===== src/rtl/seg_scan_ctrl.sv =====
// Four-digit common-anode seven-segment scanner. Shadows the display data on load and rotates
// through the digits with a blanking guard at the start of each slot.
module seg_scan_ctrl #(
    parameter int unsigned REFRESH_DIV = 100000,
    parameter int unsigned BLANK_CYC   = 4
) (
    input  logic        clk,
    input  logic        rst_n,
    input  logic [15:0] value,
    input  logic [3:0]  dp_in,
    input  logic [3:0]  digit_en,
    input  logic        lzs_en,
    input  logic        load,
    output logic [7:0]  seg_cat,
    output logic [3:0]  seg_an,
    output logic        frame_done
);

    localparam int unsigned CntW = (REFRESH_DIV > 1) ? $clog2(REFRESH_DIV) : 1;
    localparam logic [CntW-1:0] CntMax   = CntW'(REFRESH_DIV - 1);
    localparam logic [CntW:0]   BlankLim = (CntW + 1)'(BLANK_CYC);

    typedef enum logic {StBlank, StShow} state_e;

    logic [15:0]     val_q;
    logic [3:0]      dp_q;
    logic [3:0]      en_q;
    logic            lzs_q;

    logic [CntW-1:0] cnt_q, cnt_d;
    logic [1:0]      idx_q, idx_d;
    state_e          state_q, state_d;
    logic            cnt_wrap;

    logic [3:0]      supp;
    logic [3:0]      nib;
    logic            lit;
    logic [3:0]      an_d;
    logic [7:0]      cat_d;
    logic            frame_d;

    function automatic logic [6:0] hex_to_seg(input logic [3:0] n);
        logic [6:0] s;
        case (n)
            4'h0:    s = 7'h40;
            4'h1:    s = 7'h79;
            4'h2:    s = 7'h24;
            4'h3:    s = 7'h30;
            4'h4:    s = 7'h19;
            4'h5:    s = 7'h12;
            4'h6:    s = 7'h02;
            4'h7:    s = 7'h78;
            4'h8:    s = 7'h00;
            4'h9:    s = 7'h10;
            4'hA:    s = 7'h08;
            4'hB:    s = 7'h03;
            4'hC:    s = 7'h27;
            4'hD:    s = 7'h21;
            4'hE:    s = 7'h06;
            default: s = 7'h0E;
        endcase
        return s;
    endfunction

    // Shadow registers: the display only ever sees data captured by a load strobe.
    always_ff @(posedge clk or negedge rst_n) begin
        if (!rst_n) begin
            val_q <= 16'h0000;
            dp_q  <= 4'h0;
            en_q  <= 4'h0;
            lzs_q <= 1'b0;
        end else if (load) begin
            val_q <= value;
            dp_q  <= dp_in;
            en_q  <= digit_en;
            lzs_q <= lzs_en;
        end
    end

    always_ff @(posedge clk or negedge rst_n) begin
        if (!rst_n) begin
            cnt_q   <= '0;
            idx_q   <= 2'd0;
            state_q <= StBlank;
        end else begin
            cnt_q   <= cnt_d;
            idx_q   <= idx_d;
            state_q <= state_d;
        end
    end

    // The FSM state is derived from the counter value it will sit alongside next cycle.
    always_comb begin
        cnt_wrap = (cnt_q == CntMax);
        cnt_d    = cnt_wrap ? '0 : cnt_q + 1'b1;
        idx_d    = cnt_wrap ? idx_q + 2'd1 : idx_q;
        frame_d  = cnt_wrap && (idx_q == 2'd3);
        state_d  = StShow;
        case (state_q)
            StBlank: if ({1'b0, cnt_d} < BlankLim) state_d = StBlank;
            StShow:  if ({1'b0, cnt_d} < BlankLim) state_d = StBlank;
            default: state_d = StBlank;
        endcase
    end

    // Leading-zero suppression looks at raw nibbles, independent of the enables.
    always_comb begin
        supp    = 4'b0000;
        supp[3] = lzs_q && (val_q[15:12] == 4'h0);
        supp[2] = lzs_q && (val_q[15:8] == 8'h00);
        supp[1] = lzs_q && (val_q[15:4] == 12'h000);
    end

    always_comb begin
        nib = 4'h0;
        unique case (idx_q)
            2'd0: nib = val_q[3:0];
            2'd1: nib = val_q[7:4];
            2'd2: nib = val_q[11:8];
            2'd3: nib = val_q[15:12];
            default: nib = 4'h0;
        endcase
    end

    always_comb begin
        an_d  = 4'hF;
        cat_d = 8'hFF;
        lit   = (state_q == StShow) && en_q[idx_q] && !supp[idx_q];
        if (lit) begin
            an_d  = ~(4'b0001 << idx_q);
            cat_d = {~dp_q[idx_q], hex_to_seg(nib)};
        end
    end

    always_ff @(posedge clk or negedge rst_n) begin
        if (!rst_n) begin
            seg_an     <= 4'hF;
            seg_cat    <= 8'hFF;
            frame_done <= 1'b0;
        end else begin
            seg_an     <= an_d;
            seg_cat    <= cat_d;
            frame_done <= frame_d;
        end
    end

endmodule


===== config.mk =====
export PLATFORM = sky130hd
export DESIGN_NAME = seg_scan_ctrl
export DESIGN_NICKNAME = d
export VERILOG_FILES = /design/src/rtl/seg_scan_ctrl.sv
export SDC_FILE = /design/constraint.sdc
export NUM_CORES = 1
export LEC_CHECK = 0
export ABC_CLOCK_PERIOD_IN_PS = 2250
export CAP_MARGIN = 20
export CORE_ASPECT_RATIO = 1.25
export CORE_MARGIN = 5
export CORE_UTILIZATION = 28
export CTS_CLUSTER_SIZE = 24
export DETAILED_ROUTE_END_ITERATION = 8
export PLACE_DENSITY_LB_ADDON = 0.05
export SYNTH_ARGS = -nofsm -noshare
export SYNTH_HDL_FRONTEND = slang
export SYNTH_SLANG_ARGS = --single-unit
export TNS_END_PERCENT = 20

===== constraint.sdc =====
create_clock -name clk -period 2.25 [get_ports clk]
set_input_delay 0.675 -clock clk [delete_from_list [all_inputs] [get_ports clk]]
set_output_delay 0.675 -clock clk [all_outputs]
set_load 0.03 [all_outputs]

# After elaboration in Yosys (flattened, before gate mapping)
# Memories as Yosys holds them, arrays and structs flattened.
# Index checks and enable logic that the tools add are counted.
[totals]
mem_count = 1
output_inout_bits = 13
word_cells = 44
rom_bits = 112
ff_bits = 58
[classes]
order_cmp = 2
reduce_logical = 11
eq_ne = 4
shifts = 1
n_mux = 11
bitwise_logic = 2
add_sub_neg = 2
[memory_table]
columns = ["memory", "depth", "width", "read_ports", "rd_ports_with_merged_regs", "wr", "line", "source"]
rows = [
  ["(name not given)", 16, 7, 1, 0, 0, "44", "case (n)"],
]
[ops]
columns = ["cell", "n"]
rows = [
  ["$add 17x1->17 const B", 1],
  ["$eq 17x17->1 const B", 1],
  ["$lt 17x3->1 const B", 1],
  ["$mux 17", 1],
  ["$pmux 4 s4", 1],
  ["$logic_not 12->1", 1],
  ["$logic_not 8->1", 1],
  ["$mux 8", 1],
  ["$bmux 1 s2", 3],
  ["$logic_and 1x1->1", 6],
  ["$eq 2x2->1 const B", 2],
  ["$logic_not 4->1", 1],
  ["$mux 1", 4],
  ["$mux 4", 1],
  ["$not 4->4", 1],
  ["$shl 1x2->4 const A", 1],
  ["$lt 2x3->1 const B", 1],
  ["$add 2x1->2 const B", 1],
  ["$eq 2x1->1 const B", 1],
  ["$logic_not 2->1", 1],
  ["$logic_not 1->1", 1],
  ["$not 1->1", 1],
]

# Depth between registers and ports, before layout
# Gate-level depths: netlist of run 1.
[depth]
word_depth = 7
depth_mapped = 10
depth_no_buf = 10

# Worst setup path after synthesis of run 1
# Ideal clock, no wire load.
[synth_path]
path_kind = "flip-flop to flip-flop"
from = "register idx_q[0]"
to = "register seg_cat[3]"
synth_period_minus_slack_ns = 2.449
setup_time_ns = 0.080
path_stages_with_launch = 10
setup_slack_ns = -0.199
t_arrival_ns = 2.369
path_buffers = 0
path_cell_list = "dfrtp_1 > inv_1 > ha_1 > a222oi_1 > nand2_1 > o21ai_1 > inv_1 > ha_1 > mux4_2 > nand2b_1"
[synth_via]
elab_chain_len = 5
[synth_lines]
columns = ["item", "line", "source"]
rows = [
  ["from (decl)", "31", "logic [1:0] idx_q, idx_d;"],
  ["from (signal assigned)", "87", "idx_q <= idx_d;"],
  ["parallel branches: the longest is 4 deep, another holds $mem_v2 16x7", "-", ""],
  ["$mux 8 *", "129", "if (lit) begin"],
  ["named net cat_d[3]", "39", "logic [7:0] cat_d;"],
  ["to (signal assigned)", "142", "seg_cat <= cat_d;"],
  ["to (decl)", "14", "output logic [7:0] seg_cat,"],
]
# Mark *: on every way through the listed nets, which the timed path passes. The select of a mux whose other input is x is not followed.
# A chain may end at the register's enable or synchronous reset.

# Final worst setup path of run 1
# Same ends and word-level chain as after synthesis.

==> impl_metrics.env, run 1 <==
export IMPL_r2r_start="idx_q[0]"
export IMPL_drc_errors=0
export IMPL_period_share_pct=99.1
export IMPL_synth_edf_count=0
export IMPL_synth_common_cells="dfrtp_1, mux2_2, nand2_1, nor2_1"
export IMPL_cp_start_kind="flip-flop"
export IMPL_drt_iter0_drc=47
export IMPL_antenna_cells=0
export IMPL_max_freq_ghz=0.449
export IMPL_power_switching_w=0.000661
export IMPL_dpl_hpwl_microns=5190
export IMPL_async_flop_share_pct=100
export IMPL_synthToLayoutAreaGrowth_pct=38.8
export IMPL_nFillCells=972
export IMPL_worst_skew_pair_late_latency_ns=0.33
export IMPL_die_h_microns=124
export IMPL_path_class="reg2reg"
export IMPL_synth_ff_type="dfrtp_1"
export IMPL_whs_ns=0.326
export IMPL_ir_drop_mv=0.302
export IMPL_clock_sinks=58
export IMPL_rows=41
export IMPL_critPathRequiredTime_ns=2.51
export IMPL_yosys_top_cells_area="dfrtp_1, dfstp_2, mux2_2, ha_1, xnor2_1"
export IMPL_r2r_setup_slack_ns=0.02
export IMPL_postSynthCellCount=250
export IMPL_path_delay_family="multiplexers"
export IMPL_reg2reg_depth=9
export IMPL_core_area_sq_um=10100
export IMPL_path_clk_slew_ns=0.05
export IMPL_status="complete, no violations"
export IMPL_port_buffers=40
export IMPL_rsz0062_at_grt="true"
export IMPL_die_area_sq_um=12500
export IMPL_crit_path_start="idx_q[0]"
export IMPL_power_density_nw_per_um2=718
export IMPL_seq_area_frac_synth_pct=50.5
export IMPL_synth_seq_cells=58
export IMPL_cp_end_kind="flip-flop"
export IMPL_cp_cell_sequence="inv_2 -> ha_1 -> clkinv_2 -> mux2i_2 -> inv_2 -> buf_4 -> ha_1 -> mux4_2 -> nand2b_4"
export IMPL_viasPerCell=4.66
export IMPL_synth_top_area_share_pct=39.7
export IMPL_synth_top_area_cell="dfrtp_1"
export IMPL_clock_skew_ns=0.00382
export IMPL_drtAntennaViolNets=0
export IMPL_hp_class="in2async"
export IMPL_fin_crit_ns=2.23
export IMPL_start_util_pct=28.7
export IMPL_wl_met1_microns=2870
export IMPL_cts_buffer_depth=2
export IMPL_grt_pass1_vias=2291
export IMPL_maxCapViolations=0
export IMPL_final_cells=451
export IMPL_dp_cells=433
export IMPL_path_buf_inv=4
export IMPL_cp_depth=9
export IMPL_slowest_stage="mux4_2"
export IMPL_wl_microns=6990
export IMPL_grt_overflow_total=0
export IMPL_grt_max_degree=37
export IMPL_highest_layer="met4"
export IMPL_hold_viol_final=0
export IMPL_maxSlewViolCount=0
export IMPL_numCtsBuffers=9
export IMPL_critPathArrivalTime_ns=2.49
export IMPL_cts_root_buffer="clkbuf_16"
export IMPL_leakage_nw=1.66
export IMPL_pwr_share_clk_pct=47.2
export IMPL_wl_per_cell_microns=15.5
export IMPL_die_w_microns=101
export IMPL_grt_pass1_wl_microns=11600
export IMPL_drtPass1Iterations=4
export IMPL_io_pins=41
export IMPL_gp_congestion=0.736
export IMPL_wl_met3_microns=287
export IMPL_synth_most_common_cell="dfrtp_1"
export IMPL_ctsHoldBuffers=0
export IMPL_slew_headroom_pct=64.5
export IMPL_sw_frac_of_total_pct=22.8
export IMPL_antenna_found_initial=0
export IMPL_htree_num_levels=3
export IMPL_nets=357
export IMPL_pwr_share_comb_pct=12.4
export IMPL_postLayoutCoreUtil_pct=39.9
export IMPL_r2r_end="seg_cat[3]"
export IMPL_crit_path_max_incr_delay_ns=0.46
export IMPL_synth_cell_types=43
export IMPL_crit_end="seg_cat[3]"
export IMPL_yosys_warnings=0
export IMPL_syn_nets=290
export IMPL_setup_viol=0
export IMPL_syn_cell_area_sq_um=2900
export IMPL_cts_tree="done"
export IMPL_grt_use_total_pct=12.4
export IMPL_route_met2_wl_microns=3660
export IMPL_num_vias=2100
export IMPL_drive_gt1_share_pct=32.6
export IMPL_avgSynthCellArea_sq_um=11.6
export IMPL_cellInternalPower_w=0.00223
export IMPL_seqPwrFrac_pct=40.4
export IMPL_path_max_fanout=4
export IMPL_worst_slew_pin_slew_ns=0.532
[power groups by stage]
stage          clock (W)  combinational, W  sequential, W
2_1_floorplan          0          0.000137        0.00122
5_1_grt          0.00145          0.000394        0.00118
3_5_place_dp           0          0.000354        0.00119
6_report         0.00137          0.000359        0.00117
3_3_place_gp           0          0.000355        0.00119
4_1_cts          0.00142          0.000368        0.00117
[cells by family (layout without fill, tap and decap cells)]
logic type,after synthesis,after routing,synth area share (%)
simple gates,72,72,13.4
flops,58,58,50.5
mux,35,35,14.5
compound gates,31,31,7.11
buf+inv,24,96,3.92
xor+xnor,18,18,5.43
fa+ha+maj,12,12,5.17
[repair_timing]
action,in CTS,in global routing
gates resized for setup,9,3
endpoints found under the setup margin,1,3
pin swaps,4,1
buffers inserted,1,1
[registers in the layout (all words and copies together) (netlist names)]
name,count
seg_an,4
seg_cat,8
en_q,4
cnt_q,17
val_q,16
dp_q,4
frame_done,1
idx_q,2
state_q,1
lzs_q,1
[final cells by class]
type	instances	area, sq um	share of cell area, %
Inverter	8	31.3	0.776
Multi-Input combinational cell	168	1410	34.9
Clock inverter	2	35.0	0.870
Sequential cell	58	1470	36.5
Tap cell	129	161	4.01
Timing Repair Buffer	72	661	16.4
Clock buffer	14	264	6.55
[worst min-delay path by stage]
stage	from	endpoint	slack, ns	depth (start not counted)
6_report	rst_n	val_q[14]	0.33	1
5_1_grt	rst_n	val_q[14]	0.36	1
4_1_cts	rst_n	val_q[14]	0.34	1
3_5_place_dp	cnt_q[0]	cnt_q[0]	0.49	1
3_3_place_gp	cnt_q[0]	cnt_q[0]	0.49	1
2_1_floorplan	rst_n	cnt_q[0]	0.38	0
[through the flow]
| stage | area [sq um] | worst slack (ns) | power [W] | setup TNS, ns |
|---|---|---|---|---|
| 6_report | 4030 | 0.0211 | 0.00289 | 0 |
| 5_1_grt | 4030 | -0.0592 | 0.00303 | -0.0592 |
| 4_1_cts | 4010 | -0.00157 | 0.00295 | -0.00157 |
| 3_5_place_dp | 3650 | -0.0177 | 0.00154 | -0.0177 |
| 3_3_place_gp | 3650 | 0.0158 | 0.00154 | 0 |
| 2_1_floorplan | 2930 | 0.00381 | 0.00136 | 0 |
[layout by cell type, fill, tap and decap left out, drive strengths merged, types with 2 or more instances in the layout]
cell type / Yosys / final
dfrtp: 46 / 46
mux2: 26 / 26
clkdlybuf4s50: 0 / 39
a22oi: 3 / 3
and4: 2 / 2
o311ai: 2 / 2
xnor2: 10 / 10
o21ai: 10 / 10
nor4: 7 / 7
nand4: 6 / 6
o211ai: 3 / 3
mux4: 3 / 3
nand2b: 2 / 2
nand3: 9 / 9
a222oi: 3 / 3
inv: 7 / 7
a31oi: 2 / 2
ha: 12 / 12
clkinv: 1 / 2
nor3: 7 / 7
buf: 9 / 33
a21oi: 5 / 5
and3: 2 / 2
nor2: 13 / 13
xor2: 8 / 8
dfstp: 12 / 12
nand2: 19 / 19
clkbuf: 7 / 14
mux2i: 6 / 6
[worst register-to-register path: stages, from the launching register on]
cell	delay, ns
dfrtp_2	0.43
inv_2	0.08
ha_1	0.21
clkinv_2	0.07
mux2i_2	0.31
inv_2	0.10
buf_4	0.16
ha_1	0.20
mux4_2	0.46
nand2b_4	0.14
[metal layers]
metal	track usage (%)	up-vias
met2	22.3	33
met3	3.31	11
met1	13.3	1025
li1	-	1031
met4	5.99	0
met5	0	-
No activity file was read; power rests on OpenSTA's default activity.
==> run 2, diff against run 1 <==
Settings changed: ABC_CLOCK_PERIOD_IN_PS 2250 to 1880.
Clock period 2.25 ns to 1.88 ns, I/O delays scaled along.
==> run 2 against run 1 <==
Net effect:
- the run now ends with setup timing left
- core utilization increased by 1.4 points
- combinational power increased by 21%
- first-iteration DRC count increased by 11%
- sequential power increased by 20%
- flip-flop and latch count unchanged
- cell count increased by 4.7%
- via count increased by 4.0%
- power increased by 14%
- non-clock buffer count increased by 21
- register-to-register slack got worse by 0.33 ns
- critical endpoint unchanged
==> impl_metrics.env, run 2 (synthesis results as in run 1) <==
export IMPL_nFillCells=983
export IMPL_drc_errors=0
export IMPL_hp_class="in2async"
export IMPL_clock_sinks=58
export IMPL_viasPerCell=4.63
export IMPL_status="complete, but fails checks"
export IMPL_multiInputGateArea_sq_um=1440
export IMPL_seq_area_sq_um=1470
export IMPL_drtPass1Iterations=4
export IMPL_r2r_setup_slack_ns=-0.31
export IMPL_slew_headroom_pct=76.5
export IMPL_path_buf_inv=1
export IMPL_wl_microns=7160
export IMPL_maxSlewViolCount=0
export IMPL_critPathArrivalTime_ns=2.45
export IMPL_cp_cell_sequence="ha_4 -> a222oi_1 -> mux2i_2 -> buf_4 -> ha_2 -> mux4_2 -> nand2b_4"
export IMPL_grt_pass1_vias=2312
export IMPL_regMostFlops="cnt_q"
export IMPL_setup_viol=7
export IMPL_worst_skew_pair_late_latency_ns=0.33
export IMPL_numCtsBuffers=9
export IMPL_setup_tns_ns=-1.15
export IMPL_final_common_cell="buf_4"
export IMPL_path_delay_family="multiplexers"
export IMPL_dpl_hpwl_microns=5290
export IMPL_maxCapViolations=0
export IMPL_cp_start_kind="flip-flop"
export IMPL_drt_iter0_drc=52
export IMPL_antenna_cells=0
export IMPL_crit_path_max_incr_delay_ns=0.46
export IMPL_port_buffers=40
export IMPL_post_route_cell_area_sq_um=4180
export IMPL_nets=378
export IMPL_ctsHoldBuffers=0
export IMPL_clock_skew_ns=0.00462
export IMPL_num_vias=2183
export IMPL_pre_cts_slack_ns=-0.386
export IMPL_layout_common_cells="buf_4, dfrtp_1, mux2_2, clkdlybuf4s50_1, nand2_1"
export IMPL_core_area_sq_um=10100
export IMPL_fin_crit_ns=2.19
export IMPL_reg2reg_depth=7
export IMPL_die_h_microns=124
export IMPL_r2r_end="seg_cat[3]"
export IMPL_rows=41
export IMPL_reg_largest_list="cnt_q: 17 flops, val_q: 16 flops, seg_cat: 8 flops"
export IMPL_leakage_nw=1.76
export IMPL_die_w_microns=101
export IMPL_cts_tree="done"
export IMPL_io_pins=41
export IMPL_final_cells=472
export IMPL_grt_overflow_total=0
export IMPL_gp_congestion=0.812
export IMPL_antenna_found_initial=0
export IMPL_start_util_pct=28.7
export IMPL_grt_max_degree=59
export IMPL_max_freq_ghz=0.457
export IMPL_post_route_worst_setup_slack_ns=-0.307
export IMPL_dp_cells=451
export IMPL_period_share_pct=116
export IMPL_largest_reg_flops=17
export IMPL_die_area_sq_um=12500
export IMPL_synthToLayoutAreaGrowth_pct=43.8
export IMPL_power_density_nw_per_um2=789
export IMPL_violations="setup timing"
export IMPL_critPathRequiredTime_ns=2.14
export IMPL_htree_num_levels=3
export IMPL_grt_pass1_wl_microns=11700
export IMPL_slowest_stage="dfrtp_2"
export IMPL_placed_cell_area_sq_um=3790
export IMPL_cp_end_kind="flip-flop"
export IMPL_cts_root_buffer="clkbuf_16"
export IMPL_whs_ns=0.230
export IMPL_grt_use_total_pct=12.7
export IMPL_drtAntennaViolNets=0
export IMPL_r2r_start="idx_q[0]"
export IMPL_worst_slew_pin_slew_ns=0.349
export IMPL_hold_viol_final=0
export IMPL_rsz0062_at_grt="true"
export IMPL_path_max_fanout=5
export IMPL_wl_per_cell_microns=15.2
export IMPL_path_clk_slew_ns=0.05
export IMPL_ir_drop_mv=0.408
export IMPL_path_class="reg2reg"
export IMPL_cts_buffer_depth=2
export IMPL_drive_gt1_share_pct=40.8
[run 2: what timing repair did]
item | CTS | global route
setup endpoints to repair | 21 | 10
cloned | 0 | 0
setup buffers | 2 | 3
resized for setup | 25 | 9
pin swaps | 5 | 5
[run 2: area by class of cell]
class	count	area share, %
inverter	8	0.749
multi-input combinational	168	34.5
clock inverter	6	0.779
tap	129	3.87
timing repair buffer	93	19.2
sequential	58	35.2
clock buffer	10	5.72
[run 2: worst max path at each step]
stage          cells after the start     start          to
5_1_grt                            8  idx_q[0]  seg_cat[3]
3_3_place_gp                       8  idx_q[0]  seg_cat[3]
6_report                           7  idx_q[0]  seg_cat[3]
2_1_floorplan                      8  idx_q[0]  seg_cat[3]
3_5_place_dp                       8  idx_q[0]  seg_cat[3]
4_1_cts                            8  idx_q[0]  seg_cat[3]
[run 2: routing by layer]
layer	global-route usage (%)	vias to the layer above	routed length, microns
met5	0	-	0
met4	8.48	0	255
met3	3.36	20	316
met2	22.6	41	3900
met1	12.9	1045	2690
li1	-	1077	-
[run 2: per-stage QoR]
stage          power, W  utilization (%)
2_1_floorplan   0.00163                -
3_3_place_gp    0.00186             37.5
3_5_place_dp    0.00186             37.5
4_1_cts         0.00336             40.8
5_1_grt         0.00347             41.3
6_report        0.00329             41.3
[run 2: worst reg2reg max path, delay by kind of cell (launching register included)]
kind | cells | cell delay [ns]
buffers and inverters | 1 | 0.18
adders and majority gates | 2 | 0.36
DFF | 1 | 0.46
muxes | 2 | 0.60
AOI/OAI and AO/OA | 1 | 0.36
and+or+nand+nor | 1 | 0.15
[run 2: power breakdown]
part	switching, W	total [W]	internal, W
sequential	0.0000467	0.00140	0.00135
combinational	0.000209	0.000433	0.000225
clock	0.000551	0.00146	0.000911
total	0.000806	0.00329	0.00249
==> run 3, diff against run 2 <==
Settings changed: CTS_CLUSTER_SIZE 24 to 14.
==> results of run 3 <==
No change in the layout: final DEF, timing and power equal those of run 2.
